**src/rtl/muldiv_ctrl_if.sv**
```systemverilog
// Handshake/result bundle between the EX stage and the HI/LO mult/div sequencer.
interface muldiv_ctrl_if #(
    parameter int unsigned WIDTH = 32
);
    logic             start;
    logic [1:0]       op;
    logic [WIDTH-1:0] a;
    logic [WIDTH-1:0] b;
    logic             flush;
    logic             stall;
    logic             busy;
    logic             done;
    logic [WIDTH-1:0] hi;
    logic [WIDTH-1:0] lo;
    logic             div_zero;

    // EX stage side: issues operations, consumes results
    modport master (
        output start, op, a, b, flush,
        input  stall, busy, done, hi, lo, div_zero
    );

    // Sequencer side
    modport slave (
        input  start, op, a, b, flush,
        output stall, busy, done, hi, lo, div_zero
    );
endinterface

```
**src/rtl/muldiv_ctrl.sv**
```systemverilog
// MULT/MULTU/DIV/DIVU sequencer: registered multiply, restoring divide, sign fix-up.
module muldiv_ctrl #(
    parameter int unsigned WIDTH = 32
) (
    input  logic         clk,
    input  logic         rst,
    muldiv_ctrl_if.slave bus
);
    localparam int unsigned CNT_W  = (WIDTH > 1) ? $clog2(WIDTH) : 1;
    localparam int unsigned PROD_W = 2 * WIDTH;

    localparam logic [1:0] OP_MULT = 2'b00;

    typedef enum logic [2:0] {
        S_IDLE,
        S_MUL,
        S_DIV,
        S_FIX,
        S_DONE
    } state_t;

    state_t             state;
    logic               mul_signed_q;
    logic [WIDTH-1:0]   a_q;
    logic [WIDTH-1:0]   b_q;
    logic [WIDTH-1:0]   rem_q;
    logic [WIDTH-1:0]   quo_q;
    logic [WIDTH-1:0]   dvsr_q;
    logic               q_neg_q;
    logic               r_neg_q;
    logic [CNT_W-1:0]   cnt_q;
    logic [WIDTH-1:0]   hi_q;
    logic [WIDTH-1:0]   lo_q;
    logic               div_zero_q;

    logic               accept;
    logic               a_neg;
    logic               b_neg;
    logic [WIDTH-1:0]   a_abs;
    logic [WIDTH-1:0]   b_abs;
    logic [PROD_W-1:0]  a_ext;
    logic [PROD_W-1:0]  b_ext;
    logic [PROD_W-1:0]  prod;
    logic [WIDTH:0]     rem_sh;
    logic               sub_ok;
    logic [WIDTH-1:0]   rem_nx;
    logic [WIDTH-1:0]   quo_nx;
    logic [WIDTH-1:0]   quo_fix;
    logic [WIDTH-1:0]   rem_fix;

    // Operand conditioning, product, one divide step and sign fix-up
    always_comb begin
        accept  = (state == S_IDLE) && bus.start && !bus.flush;
        a_neg   = !bus.op[0] && bus.a[WIDTH-1];
        b_neg   = !bus.op[0] && bus.b[WIDTH-1];
        a_abs   = a_neg ? (~bus.a + WIDTH'(1)) : bus.a;
        b_abs   = b_neg ? (~bus.b + WIDTH'(1)) : bus.b;

        a_ext   = mul_signed_q ? {{WIDTH{a_q[WIDTH-1]}}, a_q} : {{WIDTH{1'b0}}, a_q};
        b_ext   = mul_signed_q ? {{WIDTH{b_q[WIDTH-1]}}, b_q} : {{WIDTH{1'b0}}, b_q};
        prod    = a_ext * b_ext;

        // remainder stays below the divisor, so the shifted value fits in WIDTH+1 bits
        rem_sh  = {rem_q, quo_q[WIDTH-1]};
        sub_ok  = (rem_sh >= {1'b0, dvsr_q});
        rem_nx  = sub_ok ? WIDTH'(rem_sh - {1'b0, dvsr_q}) : rem_sh[WIDTH-1:0];
        quo_nx  = {quo_q[WIDTH-2:0], sub_ok};

        quo_fix = q_neg_q ? (~quo_q + WIDTH'(1)) : quo_q;
        rem_fix = r_neg_q ? (~rem_q + WIDTH'(1)) : rem_q;
    end

    // Sequencer state and datapath registers
    always_ff @(posedge clk or negedge rst) begin
        if (!rst) begin
            state        <= S_IDLE;
            mul_signed_q <= 1'b0;
            a_q          <= '0;
            b_q          <= '0;
            rem_q        <= '0;
            quo_q        <= '0;
            dvsr_q       <= '0;
            q_neg_q      <= 1'b0;
            r_neg_q      <= 1'b0;
            cnt_q        <= '0;
            hi_q         <= '0;
            lo_q         <= '0;
            div_zero_q   <= 1'b0;
        end else begin
            case (state)
                S_IDLE: begin
                    if (accept) begin
                        mul_signed_q <= (bus.op == OP_MULT);
                        a_q          <= bus.a;
                        b_q          <= bus.b;
                        rem_q        <= '0;
                        quo_q        <= a_abs;
                        dvsr_q       <= b_abs;
                        q_neg_q      <= a_neg ^ b_neg;
                        r_neg_q      <= a_neg;
                        cnt_q        <= '0;
                        div_zero_q   <= 1'b0;
                        state        <= bus.op[1] ? S_DIV : S_MUL;
                    end
                end
                S_MUL: begin
                    if (bus.flush) begin
                        state <= S_IDLE;
                    end else begin
                        {hi_q, lo_q} <= prod;
                        state        <= S_DONE;
                    end
                end
                S_DIV: begin
                    if (bus.flush) begin
                        state <= S_IDLE;
                    end else begin
                        rem_q <= rem_nx;
                        quo_q <= quo_nx;
                        cnt_q <= cnt_q + CNT_W'(1);
                        if (cnt_q == CNT_W'(WIDTH - 1)) begin
                            state <= S_FIX;
                        end
                    end
                end
                S_FIX: begin
                    if (bus.flush) begin
                        state <= S_IDLE;
                    end else begin
                        // divide by zero: quotient all ones, remainder is the raw dividend
                        if (dvsr_q == '0) begin
                            lo_q       <= '1;
                            hi_q       <= a_q;
                            div_zero_q <= 1'b1;
                        end else begin
                            lo_q <= quo_fix;
                            hi_q <= rem_fix;
                        end
                        state <= S_DONE;
                    end
                end
                S_DONE: begin
                    state <= S_IDLE;
                end
                default: begin
                    state <= S_IDLE;
                end
            endcase
        end
    end

    // Pipeline hold and result outputs
    assign bus.stall    = !bus.flush &&
                          (accept || (state == S_MUL) || (state == S_DIV) || (state == S_FIX));
    assign bus.busy     = (state != S_IDLE);
    assign bus.done     = (state == S_DONE) && !bus.flush;
    assign bus.hi       = hi_q;
    assign bus.lo       = lo_q;
    assign bus.div_zero = div_zero_q;
endmodule

```
**src/flat_wrapper.sv**
```systemverilog
// flat-port wrapper written by rule: the top's interface ports become plain ports
module muldiv_ctrl_flat 
#(
    parameter int unsigned WIDTH = 32
)
  (clk, rst, bus_start, bus_op, bus_a, bus_b, bus_flush, bus_stall, bus_busy, bus_done, bus_hi, bus_lo, bus_div_zero);
  muldiv_ctrl_if #(.WIDTH(WIDTH)) bus_i ();
  input  logic clk;
  input  logic rst;
  input wire logic [$bits(bus_i.start)-1:0] bus_start;
  input wire logic [$bits(bus_i.op)-1:0] bus_op;
  input wire logic [$bits(bus_i.a)-1:0] bus_a;
  input wire logic [$bits(bus_i.b)-1:0] bus_b;
  input wire logic [$bits(bus_i.flush)-1:0] bus_flush;
  output wire logic [$bits(bus_i.stall)-1:0] bus_stall;
  output wire logic [$bits(bus_i.busy)-1:0] bus_busy;
  output wire logic [$bits(bus_i.done)-1:0] bus_done;
  output wire logic [$bits(bus_i.hi)-1:0] bus_hi;
  output wire logic [$bits(bus_i.lo)-1:0] bus_lo;
  output wire logic [$bits(bus_i.div_zero)-1:0] bus_div_zero;
  assign bus_i.start = bus_start;
  assign bus_i.op = bus_op;
  assign bus_i.a = bus_a;
  assign bus_i.b = bus_b;
  assign bus_i.flush = bus_flush;
  assign bus_stall = bus_i.stall;
  assign bus_busy = bus_i.busy;
  assign bus_done = bus_i.done;
  assign bus_hi = bus_i.hi;
  assign bus_lo = bus_i.lo;
  assign bus_div_zero = bus_i.div_zero;
  muldiv_ctrl #(.WIDTH(WIDTH)) u_core (.clk(clk), .rst(rst), .bus(bus_i));
endmodule
```
**config.mk**
```make
export PLATFORM = sky130hd
export DESIGN_NAME = muldiv_ctrl_flat
export DESIGN_NICKNAME = d
export VERILOG_FILES = /design/src/rtl/muldiv_ctrl_if.sv /design/src/rtl/muldiv_ctrl.sv /design/src/flat_wrapper.sv
export SDC_FILE = /design/constraint.sdc
export NUM_CORES = 2
export LEC_CHECK = 0
export ABC_AREA = 1
export CORE_MARGIN = 10
export CORE_UTILIZATION = 48
export CTS_BUF_LIST = sky130_fd_sc_hd__clkbuf_4 sky130_fd_sc_hd__clkbuf_8
export CTS_CLUSTER_DIAMETER = 30
export DETAILED_ROUTE_END_ITERATION = 10
export DONT_BUFFER_PORTS = 1
export GPL_ROUTABILITY_DRIVEN = 0
export GPL_TIMING_DRIVEN = 0
export PLACE_DENSITY = 0.62
export SLEW_MARGIN = 10
export SYNTH_ARGS = -nofsm -noshare
export SYNTH_HDL_FRONTEND = slang
export SYNTH_SLANG_ARGS = --single-unit
```
**constraint.sdc**
```tcl
create_clock -name clk -period 13.3 [get_ports clk]
set_input_delay 1.33 -clock clk [delete_from_list [all_inputs] [get_ports clk]]
set_output_delay 1.33 -clock clk [all_outputs]
set_load 0.05 [all_outputs]
```
==> results by group <==
Die
  • Num rows: around 140
  • Die height: 389 µm
  • Core area: between 0.1 and 0.15 mm²
  • Initial core utilization: about 48%
  • Die ar.: around 0.15 mm²
  • Die X: slightly below 400 µm
  • # IOs: about 140

Clocking
  • Hold Buf Count CTS: 0
  • Post-CTS sizing: 0
  • CTS tree: built
  • Max clock buf depth: 3
  • CTS root buf: clkbuf_8
  • Post-CTS setup buffer count: 0
  • Worst skew pair latency: 0.69 ns
  • Total CTS buffers: between 50 and 60
  • Reg clk slew, reported paths: around 0.060 ns
  • Num Clock Sinks: around 240
  • H-tree Lvls: 2

Logic synthesis
  • Post-Syn Area: between 0.06 and 0.07 mm²
  • Syn. warnings: 0
  • Synth top area share: approximately 44%
  • Syn nets: about 10k
  • Yosys cell types: 63
  • Flops & latches, synth: ~240
  • Yosys top cell by area: fa_1
  • Largest cells by area after synthesis: fa_1, inv_1, nand2_1
  • Post-synthesis sequential area ratio: a little under a tenth
  • Ys async rst share: 100%
  • Top FF cell, synth: dfrtp_1
  • Avg Cell Area, Syn: roughly 8 µm²
  • Synth Instances: approximately 8.3k
  • Post-synth EDFFs: 0

Global routing
  • Grt total ovfl: 0
  • First-pass GRT wire length: 389 mm
  • Number of global-route vias before repair: 58.5k
  • Initial antenna violation count: 9
  • Total global-route track usage: about a third
  • Largest net degree at the start of global routing: roughly 240

Critical path
  • WS Path Type: reg2reg
  • Worst setup EP type: register
  • CP startpoint kind: register
  • R2R depth: 31
  • CP endpoint: u_core.bus.hi[30]$_DFFE_PN0P_
  • CP arrival: ~12 ns
  • Most used cell, CP: fa_1
  • R2R Path Start: u_core.a_q[31]$_DFFE_PN0P_
  • FF-to-FF setup slack: slightly below 2 ns
  • Req. time, crit path: approximately 14 ns
  • CP max stage cell: fa_1
  • Critical path startpoint: u_core.a_q[31]$_DFFE_PN0P_
  • CP max FO: 10
  • Crit-path max cell delay: between 0.8 and 0.9 ns
  • R2R Path End: u_core.bus.hi[30]$_DFFE_PN0P_

Placed design
  • Count of buffers from port buffering: 0
  • HPWL Detailed: between 200 and 250 mm

STA
  • Final setup viols: 0
  • Fin. Hold Viols: 0
  • Max Clock Freq: 88.1 MHz
  • Min Tclk post-route: about 11 ns
  • Post-Route Skew: 0.0375 ns
  • Period utilization: 85.3%
  • Post-route setup TNS: 0 ns
  • Unrepaired setup endpoints after global routing: false
  • Worst slew pin tran: 1.46 ns
  • Max_slew headroom: under 10%
  • Pins Over Slew Limit: 0

Status
  • Status: finished, final reports clean

Routing
  • WL/cell: ~26 µm
  • DRC errors left: 0
  • Post-detailed-route count of antenna-violating nets: 0
  • Vias per cell: between 5 and 6
  • Total routed wirelength: roughly 260 mm
  • Number of DRC markers in iteration 0: approximately 7.3k
  • Drt first pass iters: 6
  • Via Count: approximately 57k

Min path
  • Hold Crit Class: in2async

Final layout
  • Multi-input logic area: 0.0486 mm²
  • Area growth from synthesis to layout: 5.68%
  • Layout fillers: about 13k
  • Share of cells above drive strength 1: 2.90%
  • Reg area: 0.00588 mm²
  • Layout Nets: roughly 10k

Job
  • Maxcap violations: 0
-- metal layers --
metal | GRT usage, % | vias to the layer above | wire (µm)
met3 | 12.5 | 914 | 38200
met1 | 45.2 | 28000 | 97000
li1 | - | 24100 | -
met5 | 0 | - | 50
met4 | 22.2 | 8 | 22500
met2 | 50.1 | 3963 | 107000
-- layout make-up --
type	count	area share, %
Tap cell	1781	3.23
Clock inverter	37	0.753
Sequential cell	235	8.53
Buffer	352	2.03
Inverter	2499	13.6
Clock buffer	67	1.29
Timing Repair Buffer	2	0.0508
Multi-Input combinational cell	5235	70.5
Antenna cell	4	0.0145
-- placed cells by master (no fill, tap or decap), types with 37 or more instances in the layout --
master	synthesis	final
a21oi_1	313	313
clkbuf_1	311	298
clkbuf_8	0	62
dfrtp_1	235	235
fa_1	1420	1420
ha_1	346	346
inv_1	2464	2463
nand2_1	1777	1776
nand3_1	198	198
nand4_1	39	39
nor2_1	407	407
nor3_1	38	37
o211ai_1	50	50
o21ai_0	249	249
o21ai_1	78	78
xor2_1	80	80
-- sequential cells by signal, summed over array words and instances, names as in the netlist --
| register | flops |
|---|---|
| u_core.bus.div_zero | 1 |
| u_core.mul_signed_q | 1 |
| u_core.rem_q | 32 |
| u_core.quo_q | 32 |
| u_core.bus.hi | 32 |
| u_core.q_neg_q | 1 |
| u_core.b_q | 31 |
| u_core.dvsr_q | 32 |
| u_core.state | 3 |
| u_core.cnt_q | 5 |
| u_core.a_q | 32 |
| u_core.r_neg_q | 1 |
| u_core.bus.lo | 32 |
-- cell families (layout without fill, tap and decap cells) --
family                     after synthesis  after routing  synth area share (%)
buffers and inverters                 2851           2957                  16.5
other                                    0              4                     0
and+or+nand+nor                       2557           2557                  15.9
adders and majority gates             1766           1766                  50.2
AOI/OAI and AO/OA                      803            803                  6.86
xor gates and xnor gates               109            109                  1.46
DFF                                    235            235                  9.02
-- metrics by stage --
step / hold slack, ns / instance area, µm² / setup WS, ns / util [%] / instances
after floorplan: 0.453 / 65200 / 4.94 / - / 8321
after global placement: 0.472 / 67500 / 2.33 / 49.9 / 10100
after detailed placement: 0.490 / 67500 / 2.30 / 49.9 / 10100
after CTS: 0.338 / 68900 / 2.22 / 50.9 / 10200
after global routing: 0.356 / 68900 / 1.68 / 50.9 / 10200
final: 0.374 / 68900 / 1.95 / 50.9 / 10200
-- synthesized netlist by cell type (6+ instances only) --
| cell type | n |
|---|---|
| o21bai_1 | 22 |
| nor2_2 | 12 |
| or2_2 | 8 |
| nand3b_1 | 16 |
| inv_2 | 32 |
| fa_1 | 1420 |
| o21ai_1 | 78 |
| o21a_1 | 8 |
| inv_1 | 2464 |
| nand2_2 | 6 |
| xor2_1 | 80 |
| o211ai_1 | 50 |
| a21boi_0 | 6 |
| nand3_1 | 198 |
| dfrtp_1 | 235 |
| nor3_2 | 7 |
| nand2_1 | 1777 |
| o221ai_1 | 11 |
| a21o_1 | 13 |
| a21oi_1 | 313 |
| nor2_1 | 407 |
| a31oi_1 | 13 |
| clkbuf_1 | 311 |
| nor4_1 | 21 |
| xnor2_1 | 29 |
| buf_2 | 22 |
| o21ai_0 | 249 |
| nand4_1 | 39 |
| o31ai_1 | 8 |
| buf_1 | 14 |
| nor3_1 | 38 |
| a22oi_1 | 6 |
| ha_1 | 346 |
-- worst min-delay path by stage --
stage	start	end	slack, ns	cells past startpoint
after floorplan	u_core.dvsr_q[2]$_DFFE_PN0P_	u_core.dvsr_q[2]$_DFFE_PN0P_	0.45	2
after global placement	u_core.dvsr_q[2]$_DFFE_PN0P_	u_core.dvsr_q[2]$_DFFE_PN0P_	0.47	2
after CTS	rst	u_core.b_q[14]$_DFFE_PN0P_	0.34	0
after detailed placement	u_core.quo_q[1]$_DFFE_PN0P_	u_core.quo_q[1]$_DFFE_PN0P_	0.49	2
after global routing	rst	u_core.rem_q[25]$_DFFE_PN0P_	0.36	0
final	rst	u_core.rem_q[25]$_DFFE_PN0P_	0.37	0
-- critical path, delay by kind of cell, from the launching register on --
kind / cells / cell delay [ns]
AOI/OAI and AO/OA: 5 / 1.15
adders and majority gates: 11 / 6.37
buffers and inverters: 8 / 2.44
DFF: 1 / 0.31
and+or+nand+nor: 7 / 0.97
Power is not shown: default switching activity piles up to over one toggle a cycle in this logic, so the estimate is an artifact.
